File: config.mk
export PLATFORM = sky130hd
export DESIGN_NAME = pifo_reg
export DESIGN_NICKNAME = d
export VERILOG_FILES = /design/src/rtl/pifo_reg.sv
export SDC_FILE = /design/constraint.sdc
export NUM_CORES = 1
export LEC_CHECK = 0
export CAP_MARGIN = 5
export CORE_UTILIZATION = 45
export CTS_BUF_LIST = sky130_fd_sc_hd__clkbuf_8
export CTS_CLUSTER_DIAMETER = 120
export CTS_CLUSTER_SIZE = 16
export DETAILED_ROUTE_END_ITERATION = 12
export PLACE_DENSITY_LB_ADDON = 0.05
export SLEW_MARGIN = 20
export SYNTH_ARGS = -nofsm -noshare
export SYNTH_HDL_FRONTEND = slang
export SYNTH_SLANG_ARGS = --single-unit
File: constraint.sdc
create_clock -name clk -period 3.5 [get_ports clk]
set_input_delay 0.7 -clock clk [delete_from_list [all_inputs] [get_ports clk]]
set_output_delay 0.7 -clock clk [all_outputs]
set_load 0.03 [all_outputs]
File: src/rtl/pifo_reg.sv
// Register-array PIFO: sorted shift-register priority queue with single-cycle insert/remove.
// Slot 0 always holds the best-ranked entry; outputs are driven directly from slot 0.
module pifo_reg #(
    parameter int unsigned L2_MAX_SIZE = 3,
    parameter int unsigned RANK_WIDTH  = 8,
    parameter int unsigned META_WIDTH  = 8,
    parameter string       ORDER       = "MIN"
) (
    input  logic                  clk,
    input  logic                  rst,
    input  logic                  insert,
    input  logic                  remove,
    input  logic [RANK_WIDTH-1:0] rank_in,
    input  logic [META_WIDTH-1:0] meta_in,
    output logic [RANK_WIDTH-1:0] rank_out,
    output logic [META_WIDTH-1:0] meta_out,
    output logic                  valid_out
);

    localparam int unsigned N     = 1 << L2_MAX_SIZE;
    localparam bit          IsMax = (ORDER == "MAX");

    logic                  r_valid [N];
    logic [RANK_WIDTH-1:0] r_rank  [N];
    logic [META_WIDTH-1:0] r_meta  [N];

    logic                  w_pop;
    logic                  w_do_insert;
    logic                  w_base_valid [N];
    logic [RANK_WIDTH-1:0] w_base_rank  [N];
    logic [META_WIDTH-1:0] w_base_meta  [N];
    logic                  w_goes       [N];
    logic                  w_nxt_valid  [N];
    logic [RANK_WIDTH-1:0] w_nxt_rank   [N];
    logic [META_WIDTH-1:0] w_nxt_meta   [N];

    // Pop first, then place the new entry into the post-pop array.
    always_comb begin
        w_pop = remove && r_valid[0];
        for (int i = 0; i < N - 1; i++) begin
            w_base_valid[i] = w_pop ? r_valid[i+1] : r_valid[i];
            w_base_rank[i]  = w_pop ? r_rank[i+1]  : r_rank[i];
            w_base_meta[i]  = w_pop ? r_meta[i+1]  : r_meta[i];
        end
        w_base_valid[N-1] = w_pop ? 1'b0 : r_valid[N-1];
        w_base_rank[N-1]  = w_pop ? '0   : r_rank[N-1];
        w_base_meta[N-1]  = w_pop ? '0   : r_meta[N-1];
    end

    // w_goes is monotonic over the sorted array: the first set bit is the insert position.
    always_comb begin
        for (int i = 0; i < N; i++) begin
            w_goes[i] = !w_base_valid[i] ||
                        (IsMax ? (rank_in > w_base_rank[i]) : (rank_in < w_base_rank[i]));
        end
    end

    always_comb begin
        w_do_insert = insert && !w_base_valid[N-1];
        for (int i = 0; i < N; i++) begin
            w_nxt_valid[i] = w_base_valid[i];
            w_nxt_rank[i]  = w_base_rank[i];
            w_nxt_meta[i]  = w_base_meta[i];
        end
        if (w_do_insert && w_goes[0]) begin
            w_nxt_valid[0] = 1'b1;
            w_nxt_rank[0]  = rank_in;
            w_nxt_meta[0]  = meta_in;
        end
        for (int i = 1; i < N; i++) begin
            if (w_do_insert && w_goes[i]) begin
                if (!w_goes[i-1]) begin
                    w_nxt_valid[i] = 1'b1;
                    w_nxt_rank[i]  = rank_in;
                    w_nxt_meta[i]  = meta_in;
                end else begin
                    w_nxt_valid[i] = w_base_valid[i-1];
                    w_nxt_rank[i]  = w_base_rank[i-1];
                    w_nxt_meta[i]  = w_base_meta[i-1];
                end
            end
        end
    end

    always_ff @(posedge clk) begin
        if (!rst) begin
            for (int i = 0; i < N; i++) begin
                r_valid[i] <= 1'b0;
                r_rank[i]  <= '0;
                r_meta[i]  <= '0;
            end
        end else begin
            for (int i = 0; i < N; i++) begin
                r_valid[i] <= w_nxt_valid[i];
                r_rank[i]  <= w_nxt_rank[i];
                r_meta[i]  <= w_nxt_meta[i];
            end
        end
    end

    assign valid_out = r_valid[0];
    assign rank_out  = r_valid[0] ? r_rank[0] : '0;
    assign meta_out  = r_valid[0] ? r_meta[0] : '0;

endmodule

# Word level (Yosys, flattened, before mapping)
# Memory sizes are Yosys's and may differ from the RTL's.
# Index checks and enable logic that the tools add are counted.
[word_totals]
word_cells = 158
inputBits = 20
ram_bits = 136
ff_bits = 0
out_inout_bits = 17
n_memories = 3
[classes]
magnitude_cmp = 8
bitwise = 24
n_reduce_logical = 26
mux = 97
[memory_table]
columns = ["name", "words", "width", "read_ports", "rd_clocked_by_memory_dff", "write_ports", "line_no", "rtl"]
rows = [
  ["r_meta", 8, 8, 8, 0, 8, "25", "logic [META_WIDTH-1:0] r_meta [N];"],
  ["r_rank", 8, 8, 8, 0, 8, "24", "logic [RANK_WIDTH-1:0] r_rank [N];"],
  ["r_valid", 8, 1, 8, 0, 8, "23", "logic r_valid [N];"],
]
[op_table]
columns = ["cell", "count"]
rows = [
  ["two-way mux 8 bit", 64],
  ["< comparator 8 bit", 8],
  ["two-way mux 1 bit", 33],
  ["bitwise OR 1 bit", 24],
  ["logical AND 1 bit", 10],
  ["logical NOT 1 bit", 8],
  ["logical OR 1 bit", 8],
]

# Depth between registers and ports, before layout
# Gate-level depths: netlist of run 1.
[logic_depth]
depth_word = 7
ltp_mapped = 14
mapped_depth_nobuf = 9

# Worst setup path before layout of run 1
# OpenSTA, ideal clock, no wires.
[synth_timing]
kind = "input-to-reg"
start = "input remove"
end = "memory r_meta[1][2], in the netlist r_meta[0][10]"
path_stages = 13
setup_time_ps = 134
arrival_time_ps = 3074
path_slack_ps = 293
cell_sequence = "nand2_4 -> buf_6 -> buf_2 -> buf_2 -> mux2i_1 -> ha_1 -> a211oi_1 -> o221ai_1 -> a22oi_2 -> clkbuf_1 -> nor2_1 -> a21oi_1 -> o22ai_1"
[synth_lines]
columns = ["item", "line_no", "rtl"]
rows = [
  ["start, declared", "12", "input logic remove,"],
  ["end, declared", "25", ""],
]

==> results of run 1 <==
==> flip-flops by register name, summed over array words and instances, names as in the netlist <==
| name | cells |
|---|---|
| r_meta | 64 |
| r_rank | 64 |
| r_valid | 8 |
==> through the flow <==
stage | total power, W | setup slack, ns
6_report | 0.00372 | 0.250
4_1_cts | 0.00374 | 0.312
3_5_place_dp | 0.00228 | -0.165
2_1_floorplan | 0.00202 | 0.293
3_3_place_gp | 0.00226 | -0.0365
5_1_grt | 0.00387 | 0.0659
==> kinds of logic after synthesis <==
group	share of synthesized area (%)
compound gates	22.7
fa+ha+maj	7.53
buf+inv	4.96
flops	33.4
mux	16.9
simple gates	14.4
==> area by class of cell <==
class                      instances  area (um^2)  area share (%)
clock buffer                      20          275            2.77
clock inverter                    12          174            1.75
tap                              225          282            2.83
multi-input combinational        732         5030            50.6
inverter                          23         86.3           0.869
timing repair buffer             154         1370            13.8
sequential                       136         2720            27.4
==> cells in the mapped netlist (18+ instances only) <==
cell	count	area, um^2
nand2_1	94	353
inv_1	23	86.3
o21ai_0	93	465
mux2i_1	100	1000
clkbuf_1	27	101
ha_1	49	613
a21oi_1	72	360
a22oi_1	19	143
or2_2	19	119
buf_2	29	145
nor2_1	55	206
dfxtp_1	136	2720
nand2b_1	18	113
mux2_2	31	349
o22ai_1	63	394
==> power groups by stage <==
stage / Sequential, W / Combinational [W] / Clock (W)
floorplan: 0.00164 / 0.000375 / 0
global placement: 0.00165 / 0.000604 / 0
detailed placement: 0.00165 / 0.000621 / 0
CTS: 0.00162 / 0.000625 / 0.00150
global route: 0.00162 / 0.000692 / 0.00156
finish: 0.00162 / 0.000627 / 0.00147
==> layer usage <==
layer,up-vias,track usage (%)
li1,3712,-
met1,3426,34.6
met2,161,40.2
met3,42,3.81
met4,0,10.1
met5,-,0
==> worst paths after layout <==
check                      from       endpoint  slack [ns]
setup reg to reg  r_valid[0][0]  r_meta[0][56]        0.59
hold reg to reg   r_meta[0][58]  r_meta[0][58]        0.58
hold / removal    r_meta[0][58]  r_meta[0][58]        0.58
setup / recovery         remove  r_meta[0][56]        0.25
==> critical path, stage by stage <==
cell and delay [ns]:
clkdlybuf4s50_1 0.51, nand2_8 0.17, buf_12 0.20, mux2i_1 0.35, ha_1 0.21, a21oi_1 0.06, o21ai_0 0.34, inv_1 0.11
a21oi_2 0.63, a22oi_1 0.16, a21oi_1 0.19
==> impl_metrics.toml, run 1 <==
[floorplanning]
die_w_um = 137
dieArea_um2 = 18600
num_io_pins = 37
die_h_um = 137
start_util_pct = 46.6
std_cell_rows = 48
core_area_um2 = 17500

[finish]
syn2layout_area_growth_pct = 22.0
final_cell_mix = "136 x dfxtp_1, 108 x buf_4, 100 x mux2i_1, 94 x nand2_1, 93 x o21ai_0"
stdcell_area_um2 = 9940
drive_gt1_share_pct = 20.7
final_util_pct = 56.9
num_antenna_cells = 0
final_common_cell = "dfxtp_1"
layout.nets = 1133
fillers = 1601
fin_cells = 1302

[power]
p_leak_nw = 4.63
sw_frac_of_total_pct = 27.7
p_int_w = 0.00269
pwr-share-clk_pct = 39.6
p_switching_w = 0.00103
powerDensity_nw_per_um2 = 374
power_frac_seq_pct = 43.5
ir_drop_mv = 0.230
p_comb_share_pct = 16.9

[run]
drv_cap = 0

[global_routing]
grt_pass1_wl_um = 36900
grt_max_degree = 41
antenna_found_initial = 0
grt_pass1_vias = 7183
track_usage_pct = 25.5
grt_overflow = 0

[detailed_routing]
num_vias = 7341
antenna_left = 0
drt-met1-wl_um = 11100
routed_wl_um = 22500
vias_per_cell = 5.64
drt_iter0_markers = 413
dr.pass1.iters = 5
wl_met3_um = 846
avgRoutedWirePerCell_um = 17.3
maxUsedRoutingLayer = "met4"
drc_errors = 0
dr_wl_met2_um = 9960

[logic_synthesis]
syn_nets = 1025
syn_area_per_cell_um2 = 8.52
syn-cell-area_um2 = 8150
netlist_instances = 956
synth_cell_types = 51
synth_edf_count = 0
synth_ff_type = "dfxtp_1"
ys_ff_latch = 136
ys_seq_area_share_pct = 33.4
ys_async_sr_fraction_pct = 0
ys_warn_count = 0

[sta]
worstMarginPinSlew_ns = 0.788
hold_slack_ns = 0.576
fin_crit_ns = 3.25
fin_crit_sh_pct = 92.9
rsz0062_at_grt = "false"
slew_headroom_pct = 47.5
slew_violations = 0
finalHoldViolations = 0
setup_violations = 0
max_freq_mhz = 308
skew_ns = 0.0108
setup_tns_ns = 0

[clocking]
clockRootBuffer = "clkbuf_8"
clk_latency_ns = 0.46
hold_buffers = 0
cts_buffer_depth = 2
cts_resized = 0
clock_sinks = 136
cts_setup_buffers = 0
cts_inserted_buffers = 17
cts_tree = "built"
cts-htree-levels = 4
clk_pin_slew_ns = 0.08

[critical_path]
required_ns = 3.89
worst-path-max-fanout = 19
timing.critical_path.to_type = "flip-flop"
worst-endpoint-arrival_ns = 3.64
critPathKind = "input pin to flip-flop"
r2r_cells = 10
startpoint_type = "input pin"

[min_path]
min_path_cells = 2
hold_path.class = "flip-flop to flip-flop"

[placement]
place_hpwl_um = 17300
dp_cells = 1270
place_area_um2 = 9490
portBuffers = 36
gp_congestion = 0.855

[status]
status = "complete, no violations"
Power figures use the tool's default switching activity.
==> run 2: changes to the inputs <==
--- a/config.mk
+++ b/config.mk
@@ -11,6 +11,7 @@
 export CTS_CLUSTER_DIAMETER = 120
 export CTS_CLUSTER_SIZE = 16
 export DETAILED_ROUTE_END_ITERATION = 12
+export GPL_TIMING_DRIVEN = 0
 export PLACE_DENSITY_LB_ADDON = 0.05
 export SLEW_MARGIN = 20
 export SYNTH_ARGS = -nofsm -noshare
==> impl_metrics.toml, run 2 (synthesis results as in run 1) <==
[sta]
slew_violations = 0
rsz0062_at_grt = "false"
worstMarginPinSlew_ns = 0.960
worst_slack_ns = 0.141
fin_crit_ns = 3.36
setup_tns_ns = 0
fin_crit_sh_pct = 96.0
finalHoldViolations = 0
slew_headroom_pct = 36.0
max_freq_mhz = 298
setup_violations = 0
skew_ns = 0.00825

[clocking]
hold_buffers = 0
cts_tree = "built"
clk_latency_ns = 0.46
clk_pin_slew_ns = 0.08
cts_inserted_buffers = 17
clock_sinks = 136
cts_buffer_depth = 2
clockRootBuffer = "clkbuf_8"
cts-htree-levels = 4

[detailed_routing]
num_vias = 6963
antenna_left = 0
routed_wl_um = 23200
drt_iter0_markers = 503
drc_errors = 0
dr.pass1.iters = 5
vias_per_cell = 5.58
avgRoutedWirePerCell_um = 18.6

[power]
ir_drop_mv = 0.271
sw_frac_of_total_pct = 28.8
p_switching_w = 0.000999
p_int_w = 0.00247
p_comb_share_pct = 16.8
power.total_w = 0.00347
powerDensity_nw_per_um2 = 371
p_leak_nw = 4.21
pwr-share-clk_pct = 36.5
power_frac_seq_pct = 46.7

[critical_path]
critPathKind = "input pin to flip-flop"
startpoint_type = "input pin"
required_ns = 3.89
worst-endpoint-arrival_ns = 3.75
worst-path-max-fanout = 10
timing.critical_path.to_type = "flip-flop"

[placement]
place_hpwl_um = 18300
preCtsSetupSlack_ns = -1.10
gp_congestion = 0.826
dp_cells = 1216
portBuffers = 35

[finish]
layout.nets = 1083
drive_gt1_share_pct = 17.3
final_cell_mix = "135 x dfxtp_1, 93 x nand2_1, 92 x o21ai_0, 85 x mux2i_1, 71 x a21oi_1"
syn2layout_area_growth_pct = 14.6
final_common_cell = "dfxtp_1"
final_util_pct = 53.4
largestRegisters = "r_meta x64, r_rank x64, r_valid x8"
num_antenna_cells = 0
fin_cells = 1248

[floorplanning]
num_io_pins = 37
core_area_um2 = 17500
die_w_um = 137
std_cell_rows = 48
start_util_pct = 46.6
dieArea_um2 = 18600
die_h_um = 137

[global_routing]
grt_max_degree = 20
grt_pass1_wl_um = 37000
track_usage_pct = 26.5
antenna_found_initial = 0
grt_pass1_vias = 6728
grt_overflow = 0

[run]
drv_cap = 0

[min_path]
hold_path.class = "flip-flop to flip-flop"

[status]
status = "complete, no violations"
run 2: timing repair:
item	in CTS	in global routing
cloned	0	0
pin swaps	5	1
endpoints found under the setup margin	137	90
setup buffers	7	1
resized for setup	34	21
run 2: layer usage:
layer  up-vias  GRT usage (%)  wire, um
met3        23           4.48       979
li1       3614              -         -
met1      3173           35.2     11200
met2       153           43.8     10700
met5         -              0         0
met4         0           7.65       298
run 2: worst paths after layout:
check | from | to | slack [ns] | cells past startpoint
worst min register to register | r_meta[0][40] | r_meta[0][32] | 0.57 | 2
worst max-delay path | remove | r_meta[0][63] | 0.14 | 14
worst min-delay path | r_meta[0][40] | r_meta[0][32] | 0.57 | 2
worst max register to register | r_valid[0][0] | r_meta[0][63] | 0.18 | 14
run 2: area by class of cell:
cell class | count | area, um^2
fill | 1714 | 8140
multi-input combinational | 732 | 5110
sequential | 136 | 2720
timing repair buffer | 43 | 409
buffer | 61 | 364
clock buffer | 23 | 317
tap | 225 | 282
inverter | 23 | 86.3
clock inverter | 5 | 47.5
run 2: worst max-delay path, cell delays in order:
cell and delay, ns:
dlygate4sd2_1 0.32, nand2_4 0.14, buf_6 0.16, buf_4 0.27, mux2i_2 0.33, ha_1 0.31
a21oi_1 0.16, a21oi_1 0.09, a21oi_2 0.21, a22oi_2 0.16, buf_4 0.17, clkbuf_1 0.23
or2_2 0.36, a21oi_1 0.12
run 2: power by group through the flow:
stage	registers (W)	clock network (W)	logic, W
2_1_floorplan	0.00164	0	0.000375
3_3_place_gp	0.00165	0	0.000556
4_1_cts	0.00162	0.00127	0.000573
3_5_place_dp	0.00165	0	0.000559
5_1_grt	0.00162	0.00134	0.000648
6_report	0.00162	0.00126	0.000582
run 2: stage by stage:
stage / instance area (um^2) / hold WS, ns
after floorplan: 8150 / 0.505
after global placement: 8780 / 0.541
after detailed placement: 8780 / 0.550
after CTS: 9280 / 0.572
after global routing: 9340 / 0.587
final: 9340 / 0.569
==> run 3: changes to the inputs <==
--- a/config.mk
+++ b/config.mk
@@ -6,7 +6,7 @@
 export NUM_CORES = 1
 export LEC_CHECK = 0
 export CAP_MARGIN = 5
-export CORE_UTILIZATION = 45
+export CORE_UTILIZATION = 60
 export CTS_BUF_LIST = sky130_fd_sc_hd__clkbuf_8
 export CTS_CLUSTER_DIAMETER = 120
 export CTS_CLUSTER_SIZE = 16
==> impl_metrics.toml, run 3 (synthesis results as in run 1) <==
[status]
status = "complete, no violations"

[critical_path]
cpMostUsedCell = "buf_4"
ff2ff_setup_slack_ns = 0.18
critPathKind = "flip-flop to flip-flop"
r2r_cells = 12
required_ns = 3.89
timing.critical_path.to_type = "flip-flop"
cp_slowest_stage_delay_ns = 0.50
rr_endpoint = "r_rank[0][43]"
cp_cell_sequence = "buf_4 -> nand2_4 -> buf_6 -> buf_4 -> mux2i_1 -> ha_1 -> nor4_1 -> a21oi_4 -> o21ai_4 -> nand3_1 -> buf_2 -> o22ai_1"
cp_top_family = "buffers and inverters"
rr_startpoint = "r_valid[0][0]"
crit_buf_inv = 4
worst-path-max-fanout = 10
startpoint_type = "flip-flop"
worst_path_max_delay_cell = "nor4_1"
worst-endpoint-arrival_ns = 3.71

[finish]
fillers = 1098
final_cell_mix = "136 x dfxtp_1, 93 x nand2_1, 92 x o21ai_0, 89 x mux2i_1, 71 x a21oi_1"
final_common_cell = "dfxtp_1"
num_antenna_cells = 0
largestRegisters = "r_meta x64, r_rank x64, r_valid x8"
multiInputGateArea_um2 = 5100
ff_latch_area_um2 = 2720
syn2layout_area_growth_pct = 14.0
fin_cells = 1206
layout.nets = 1086
drive_gt1_share_pct = 17.0

[detailed_routing]
drc_errors = 0
avgRoutedWirePerCell_um = 18.3
drt_iter0_markers = 553
vias_per_cell = 5.97
routed_wl_um = 22000
num_vias = 7200
dr.pass1.iters = 6
antenna_left = 0

[floorplanning]
std_cell_rows = 42
dieArea_um2 = 14000
core_area_um2 = 13200
num_io_pins = 37
start_util_pct = 61.5
die_w_um = 119
die_h_um = 119

[global_routing]
grt_pass1_wl_um = 35700
grt_max_degree = 17
antenna_found_initial = 0
grt_overflow = 0
track_usage_pct = 32.5
grt_pass1_vias = 6896

[sta]
fin_crit_ns = 3.32
hold_slack_ns = 0.567
worstMarginPinSlew_ns = 0.843
skew_ns = 0.0104
rsz0062_at_grt = "false"
fin_crit_sh_pct = 94.9
slew_headroom_pct = 43.8
max_freq_mhz = 301
finalHoldViolations = 0
setup_violations = 0
slew_violations = 0

[clocking]
cts_tree = "built"
cts_buffer_depth = 2
clk_pin_slew_ns = 0.08
cts-htree-levels = 4
hold_buffers = 0
clockRootBuffer = "clkbuf_8"
clk_latency_ns = 0.47
cts_inserted_buffers = 17
clock_sinks = 136

[placement]
gp_congestion = 0.895
place_hpwl_um = 16900
portBuffers = 35
dp_cells = 1167

[power]
power.total_w = 0.00342
ir_drop_mv = 0.340
p_leak_nw = 4.25
powerDensity_nw_per_um2 = 368

[min_path]
min_path_cells = 2
hold_path.class = "flip-flop to flip-flop"
hold-path-endpoint = "r_meta[0][59]"
hold_path_startpoint = "r_meta[0][59]"

[run]
drv_cap = 0
[run 3: cell type report]
cell class	instances	area share [%]
multi-input combinational	732	54.9
sequential	136	29.3
timing repair buffer	43	4.45
buffer	64	4.18
clock buffer	20	2.96
tap	176	2.37
clock inverter	12	0.929
inverter	23	0.929
[run 3: how the worst max path moves through the flow]
| stage | from | to | slack (ns) | cells past startpoint |
|---|---|---|---|---|
| 3_3_place_gp | remove | r_meta[0][10] | -0.97 | 14 |
| 5_1_grt | r_valid[0][0] | r_rank[0][6] | 0.002 | 15 |
| 3_5_place_dp | remove | r_rank[0][14] | -1.0 | 13 |
| 6_report | r_valid[0][0] | r_rank[0][43] | 0.18 | 12 |
| 4_1_cts | r_valid[0][0] | meta_out[1] | 0.006 | 6 |
| 2_1_floorplan | remove | r_meta[0][10] | 0.29 | 13 |
[run 3: tightest hold or removal path, cell delays in order, from the launching register on]
cell	delay, ns
dfxtp_1	0.33
a22oi_1	0.07
a21oi_1	0.13
[run 3: layer usage]
metal	up-vias	global-route usage (%)	part of all wire, %
met5	-	0	0
met4	0	11.3	2.4
met3	44	6.18	5.9
met2	258	53.8	46
met1	3282	42.3	45
li1	3616	-	-
[run 3: repair_timing]
item | CTS | global route
resized for setup | 47 | 8
buffers inserted | 7 | 1
endpoints found under the setup margin | 125 | 129
pin swaps | 4 | 1
gates cloned | 0 | 0
[run 3: stage by stage]
stage	cell area, um^2	worst slack (ns)	setup TNS, ns	utilization (%)
finish	9290	0.177	0	70.1
global route	9290	0.00159	0	70.1
global placement	8720	-0.971	-99.07	65.8
detailed placement	8720	-0.998	-101.68	65.8
CTS	9270	0.00553	0	70.0
floorplan	8150	0.293	0	-
[run 3: report_power, final]
part | switching (W) | total (W) | internal (W)
logic | 0.000358 | 0.000581 | 0.000223
registers | 0.0000267 | 0.00162 | 0.00159
clock network | 0.000618 | 0.00122 | 0.000601
